==> src/rtl/tt_sweep_ctrl.sv <==
// Truth-table sweep controller: walks x through 0..15, samples y0 per vector, compares with an expected table.
// Optional feature: define TT_SWEEP_NEG_EN to add neg_mask and drive x = index ^ captured mask.
module tt_sweep_ctrl #(
  parameter int unsigned SETTLE = 0
) (
  input  logic        clk,
  input  logic        rst,
  input  logic        start,
  input  logic        abort,
  input  logic [15:0] expect_tt,
`ifdef TT_SWEEP_NEG_EN
  input  logic [3:0]  neg_mask,
`endif
  output logic [3:0]  x,
  input  logic        y0,
  output logic        busy,
  output logic [15:0] tt,
  output logic        match,
  output logic        tt_valid,
  input  logic        tt_ready
);

  localparam logic [3:0] LP_SETTLE = 4'(SETTLE);

  typedef enum logic [1:0] {
    S_IDLE  = 2'd0,
    S_SWEEP = 2'd1,
    S_HOLD  = 2'd2
  } state_t;

  state_t      r_state;
  logic [3:0]  r_idx;
  logic [3:0]  r_cnt;
  logic [15:0] r_exp;
  logic [3:0]  r_mask;
  logic [3:0]  r_x;
  logic [15:0] r_tt;
  logic        r_match;
  logic        r_valid;
  logic        r_busy;
  logic [3:0]  w_mask;
  logic        w_last;

`ifdef TT_SWEEP_NEG_EN
  assign w_mask = neg_mask;
`else
  assign w_mask = 4'h0;
`endif

  // Last hold cycle of the current vector: the only cycle allowed to write tt.
  assign w_last = (r_cnt == LP_SETTLE);

  always_ff @(posedge clk or posedge rst) begin
    if (rst) begin
      r_state <= S_IDLE;
      r_idx   <= 4'h0;
      r_cnt   <= 4'h0;
      r_exp   <= 16'h0;
      r_mask  <= 4'h0;
      r_x     <= 4'h0;
      r_tt    <= 16'h0;
      r_match <= 1'b0;
      r_valid <= 1'b0;
      r_busy  <= 1'b0;
    end else begin
      case (r_state)
        S_IDLE: begin
          if (start) begin
            r_exp   <= expect_tt;
            r_mask  <= w_mask;
            r_idx   <= 4'h0;
            r_cnt   <= 4'h0;
            r_tt    <= 16'h0;
            r_match <= 1'b0;
            r_x     <= w_mask;
            r_busy  <= 1'b1;
            r_state <= S_SWEEP;
          end
        end
        S_SWEEP: begin
          if (abort) begin
            r_x     <= 4'h0;
            r_idx   <= 4'h0;
            r_cnt   <= 4'h0;
            r_busy  <= 1'b0;
            r_state <= S_IDLE;
          end else if (w_last) begin
            r_tt[r_idx] <= y0;
            r_cnt       <= 4'h0;
            if (r_idx == 4'hF) begin
              r_x     <= 4'h0;
              r_state <= S_HOLD;
            end else begin
              r_idx <= r_idx + 4'd1;
              r_x   <= (r_idx + 4'd1) ^ r_mask;
            end
          end else begin
            r_cnt <= r_cnt + 4'd1;
          end
        end
        S_HOLD: begin
          // First HOLD cycle publishes the result; later cycles wait for the consumer.
          if (!r_valid) begin
            r_valid <= 1'b1;
            r_match <= (r_tt == r_exp);
          end else if (tt_ready) begin
            r_valid <= 1'b0;
            r_busy  <= 1'b0;
            r_state <= S_IDLE;
          end
        end
        default: begin
          r_state <= S_IDLE;
          r_x     <= 4'h0;
          r_busy  <= 1'b0;
          r_valid <= 1'b0;
        end
      endcase
    end
  end

  assign x        = r_x;
  assign busy     = r_busy;
  assign tt       = r_tt;
  assign match    = r_match;
  assign tt_valid = r_valid;

endmodule
==> config.mk <==
export PLATFORM = sky130hd
export DESIGN_NAME = tt_sweep_ctrl
export DESIGN_NICKNAME = d
export VERILOG_FILES = /design/src/rtl/tt_sweep_ctrl.sv
export SDC_FILE = /design/constraint.sdc
export NUM_CORES = 1
export LEC_CHECK = 0
export BUFFER_PORTS_ARGS = -buffer_cell sky130_fd_sc_hd__clkbuf_2
export CORE_MARGIN = 4
export CORE_UTILIZATION = 55
export DETAILED_ROUTE_END_ITERATION = 8
export MAX_ROUTING_LAYER = met4
export PLACE_DENSITY = 0.79
export SLEW_MARGIN = 25
export SYNTH_ARGS = -nofsm -noshare
export SYNTH_HDL_FRONTEND = slang
export SYNTH_SLANG_ARGS = --single-unit
==> constraint.sdc <==
create_clock -name clk -period 2.1 [get_ports clk]
set_clock_uncertainty 0.05 [all_clocks]
set_input_delay 0.63 -clock clk [delete_from_list [all_inputs] [get_ports clk]]
set_output_delay 0.63 -clock clk [all_outputs]
set_load 0.01 [all_outputs]
## Word level (Yosys, flattened, before mapping)

Cells that the tools add are included.

| operators by class | value |
|---|---|
| add/subtract/negate cells | 2 |
| order comparisons | 2 |
| equality and inequality tests | 14 |
| muxes and demuxes | 37 |
| bitwise operators | 1 |
| reductions and logical operators | 14 |

Operators with widths:

| operator | count |
|---|---|
| 16-bit 2-to-1 mux | 3 |
| 4-bit 2-to-1 mux | 9 |
| 16-bit case mux with 2 select lines | 1 |
| 16-bit bitwise mux | 1 |
| 16-bit equality test | 1 |
| 4-bit case mux with 2 select lines | 2 |
| 2-bit != test, second input constant | 7 |
| 2-bit 2-to-1 mux | 6 |
| 4-bit case mux with 3 select lines | 1 |
| 4-bit AND reduction | 3 |
| 1-bit 2-to-1 mux | 9 |
| 3-bit != test, second input constant | 3 |
| 4-bit by 1-bit adder with 4-bit output, second input constant | 2 |
| 2-bit case mux with 3 select lines | 1 |
| 3-bit AND reduction | 2 |
| 4-bit by 5-bit less-than comparator with 1-bit output, second input constant | 1 |
| 5-bit AND reduction | 1 |
| 1-bit demux with 4-bit select | 1 |
| 4-bit equality test, second input constant | 1 |
| 4-bit by 1-bit >= comparator with 1-bit output, second input constant | 1 |
| 4-bit zero test | 1 |
| 1-bit case mux with 2 select lines | 2 |
| 2-bit AND reduction | 2 |
| 2-bit nonzero test | 2 |
| 7 further kinds | 7 |

| word-level totals | value |
|---|---|
| flip-flop bits (word level) | 49 |
| input port bits | 22 |
| output and inout port bits | 23 |

## Longest topological paths before layout

| depth | value |
|---|---|
| word-level depth | 8 |
| mapped depth | 7 |
| depth with buffers taken out | 6 |

## Worst setup path before layout

No wires, ideal clock.

| timing path | value |
|---|---|
| path kind | input port to flip-flop |
| start | in start |
| end | reg r_exp[0] |
| library setup time | 125 ps |
| data arrival time | 1,552 ps |
| path slack | 373 ps |
| stages on the path | 4 |
| path buffers | 2 |
| cells stage by stage | nor3b_1 -> buf_2 -> buf_2 -> mux2_2 |

| on the way | value |
|---|---|
| longest elaborated chain between the ends | 1 |

Ends and longest elaborated chain:

| item | RTL line | text |
|---|---|---|
| start, declared | 8 | `input logic start,` |
| 2-bit AND reduction (no line) | n/a |  |
| end signal, assigned | 69 | `r_exp <= expect_tt;` |
| end, declared | 34 | `logic [15:0] r_exp;` |

No other way between the ends.
A chain may end at the register's enable or synchronous reset.

## Final worst setup path

| timing path | value |
|---|---|
| start | reg r_cnt[0] |
| end | reg r_tt[13], in the netlist tt[13] |

| on the way | value |
|---|---|
| longest elaborated chain between the ends | 3 |

Ends and longest elaborated chain:

| item | RTL line | text |
|---|---|---|
| start, declared | 33 | `logic [3:0] r_cnt;` |
| start signal, assigned | 98 | `r_cnt <= r_cnt + 4'd1;` |
| 4-bit zero test | 51 | `assign w_last = (r_cnt == LP_SETTLE);` |
| 2-bit != test (no line) | n/a |  |
| 4-bit AND reduction (no line) | n/a |  |
| end signal, assigned by index | 88 | `r_tt[r_idx] <= y0;` |
| end, declared | 37 | `logic [15:0] r_tt;` |

No other way between the ends.

==> flow_metrics.env <==
export IMPL_outcome="completed"
export IMPL_finalWorstSetupSlack_ns=0.247
export IMPL_drc=0
export IMPL_dominantRegCellSynth="dfrtp_1"
export IMPL_fp_dieArea_um2=5530
export IMPL_synth_async_reset_ratio=1.00
export IMPL_globalRouteOverflowTotal=0
export IMPL_cts_repair_timing_setup_buffer_count=0
export IMPL_number_of_clock_sinks=49
export IMPL_ys_types=38
export IMPL_antenna_cells=0
export IMPL_synthesis_yosys_warnings=0
export IMPL_ys_ff_latch=49
export IMPL_viasPerCell=5.80
export IMPL_ys_seq_area_frac=0.506
export IMPL_drt_first_iter_violations=129
export IMPL_pin_count_of_the_biggest_net_entering_global_routing=50
export IMPL_layout_min_cycle_time_ns=1.85
export IMPL_fp_dieW_um=74.4
export IMPL_dp_hpwl_um=3810
export IMPL_worstSkewPairLatency_ns=0.30
export IMPL_num_fill_cells=346
export IMPL_drv_max_cap_violation_count=0
export IMPL_core_um2=4120
export IMPL_drt_pass1_iter_count=5
export IMPL_gpl_final_weighted_congestion=0.885
export IMPL_cts_made_buffers=5
export IMPL_p_leak_nw=1.34
export IMPL_crit_path_max_fo=9
export IMPL_cellPowerDensity_nw_per_um2=749
export IMPL_timing_final_crit_share=0.882
export IMPL_floorplan_io_pins=45
export IMPL_worst_r2r_startpoint="r_cnt[0]"
export IMPL_cts_root_buffer_cell="clkbuf_8"
export IMPL_area_delta_synth_final_pct=15.5
export IMPL_slew_viol_final=0
export IMPL_timing_hold_worst_class="primary input to asynchronous set/reset pin"
export IMPL_num_vias=1890
export IMPL_mappedNetlistNets=259
export IMPL_worst_r2r_cell_count=6
export IMPL_fin_setup_tns_ns=0
export IMPL_global_route_usage_total=0.207
export IMPL_drive_gt1_frac=0.297
export IMPL_remaining_antenna_violation_count=0
export IMPL_worst_setup_hold_path_clk_slew_ns=0.09
export IMPL_clock_tree_htree_level_count=2
export IMPL_endpoint_kind="register"
export IMPL_postSynthAreaPerCell_um2=10.5
export IMPL_die_h_um=74.4
export IMPL_r2r_setup_slack_ns=0.25
export IMPL_setup_violations_final=0
export IMPL_synthDominantCellAreaShare=0.506
export IMPL_starting_density_of_the_core=0.589
export IMPL_critical_path_arrival_ns=2.02
export IMPL_cp_required_ns=2.27
export IMPL_ctsLongestPathBuffers=2
export IMPL_maximum_achievable_frequency_ghz=0.540
export IMPL_rsz0062_at_grt="false"
export IMPL_timing_slew_headroom=0.614
export IMPL_worst_slew_pin_transition_ns=0.580
export IMPL_post_drt_wl_per_cell_um=16.1
export IMPL_timing_setup_critical_path_class="register to register"
export IMPL_finalWirelength_um=5260
export IMPL_peakVddDrop_mv=0.408
export IMPL_reg2reg_to="tt[13]"
export IMPL_main_area_contributors_after_synthesis="dfrtp_1 (51%), o21ai_0 (8.5%), mux2_2 (7.4%), xor2_1 (6.1%), a21oi_1 (3.7%)"
export IMPL_netlist_area_um2=2420
export IMPL_antenna_found_initial=0
export IMPL_post_synth_inst_count=231
export IMPL_crit_path_start_kind="register"
export IMPL_io_buffer_count=44
export IMPL_report_final_hold_viol_count=0
export IMPL_post_cts_hold_buffer_count=0
export IMPL_wire_length_of_the_first_global_routing_pass_um=8570
export IMPL_finish_net_count=303
export IMPL_preCtsSetupSlack_ns=-0.00830
export IMPL_cts_tree="built"
export IMPL_cts_resized=0
export IMPL_synth_enable_flop_cells=0
export IMPL_yosys_area_top_type="dfrtp_1"
export IMPL_placementRows=23
export IMPL_grt_pass1_vias=1818
==> final cells by class <==
type                    count  area [um^2]  area share
clock inverters             2         13.8     0.00492
repair buffers             48          263      0.0939
clock buffers               6         82.6      0.0295
multi-input cells         165         1130       0.403
flip-flops and latches     49         1230       0.438
well taps                  50         62.6      0.0224
inverters                   6         22.5     0.00805
==> worst max-delay path by stage <==
stage                         from     end  slack [ns]  depth (start not counted)
after floorplan                rst    busy        0.25                          1
after global placement       abort   tt[1]        0.03                          5
after detailed placement     start   tt[4]      -0.008                          5
after CTS                 r_cnt[0]   tt[4]        0.03                          6
after global routing      r_cnt[0]  tt[10]        0.05                          6
final                     r_cnt[0]  tt[13]        0.25                          6
==> critical path, stage by stage, from the launching register on <==
cell and delay [ns]:
dfrtp_1 0.43, inv_1 0.08, ha_1 0.15, nor3b_4 0.37
and2_2 0.33, nand3_1 0.16, o21ai_0 0.20
==> cells in the mapped netlist, types with 3 or more instances <==
cell,n
nand2b_1,5
a32o_1,3
nor2_1,4
clkbuf_1,4
nor2b_1,3
o21ai_0,41
inv_1,6
a31oi_1,3
nand2_1,12
nand3_1,9
a21oi_1,18
nor4_1,3
xor2_1,17
buf_2,4
ha_1,6
dfrtp_1,49
a21o_1,3
mux2_2,16
==> per-stage QoR <==
step | instance area (um^2) | hold WS [ns] | util | cells | power, mW
floorplan | 2420 | 0.451 | - | 231 | 1.41
global placement | 2700 | 0.416 | 0.656 | 318 | 1.52
detailed placement | 2700 | 0.421 | 0.656 | 318 | 1.54
CTS | 2790 | 0.302 | 0.679 | 326 | 2.11
global route | 2800 | 0.311 | 0.680 | 326 | 2.20
finish | 2800 | 0.288 | 0.680 | 326 | 2.10
==> sequential cells by signal (all words and copies together), names as in the netlist <==
register	cells
tt	16
r_state	2
tt_valid	1
match	1
x	4
r_idx	4
r_cnt	4
busy	1
r_exp	16
==> cell usage in the layout, fill, tap and decap left out, types with 2 or more instances in the layout <==
cell type,netlist,final
a31oi_1,3,3
nor2b_1,3,3
buf_4,2,3
nor3b_2,1,2
a32o_1,3,3
ha_1,6,6
nor4_1,3,3
o22ai_1,2,2
nor3_1,2,2
nand2b_1,5,5
dfrtp_1,49,49
o21ai_1,2,2
nand3_1,9,9
or2_2,2,2
nand2_1,12,12
a21o_1,3,3
mux2_2,16,16
nor2_1,4,4
xor2_1,17,17
clkbuf_2,1,44
o21ai_0,41,41
clkbuf_8,0,6
inv_1,6,5
a21oi_1,18,17
==> report_power, final <==
part | internal [mW] | switching [mW]
Sequential | 1.04 | 0.0773
Clock | 0.267 | 0.309
Combinational | 0.190 | 0.210
Total | 1.50 | 0.597
==> cell families after synthesis <==
group,count (synthesis),share of synthesized area
and+or+nand+nor,48,0.113
buffers and inverters,17,0.0320
DFF,49,0.506
AOI/OAI and AO/OA,77,0.178
adders and majority gates,6,0.0310
xor gates and xnor gates,18,0.0651
muxes,16,0.0744
==> layer usage <==
metal | vias to the layer above | routed length [um] | GRT usage
met1 | 896 | 2460 | 0.300
met2 | 73 | 2380 | 0.302
li1 | 915 | - | -
met4 | 0 | 46 | 0.0534
met5 | - | 0 | -
met3 | 6 | 377 | 0.0365
(Power assumes the default switching activity.)
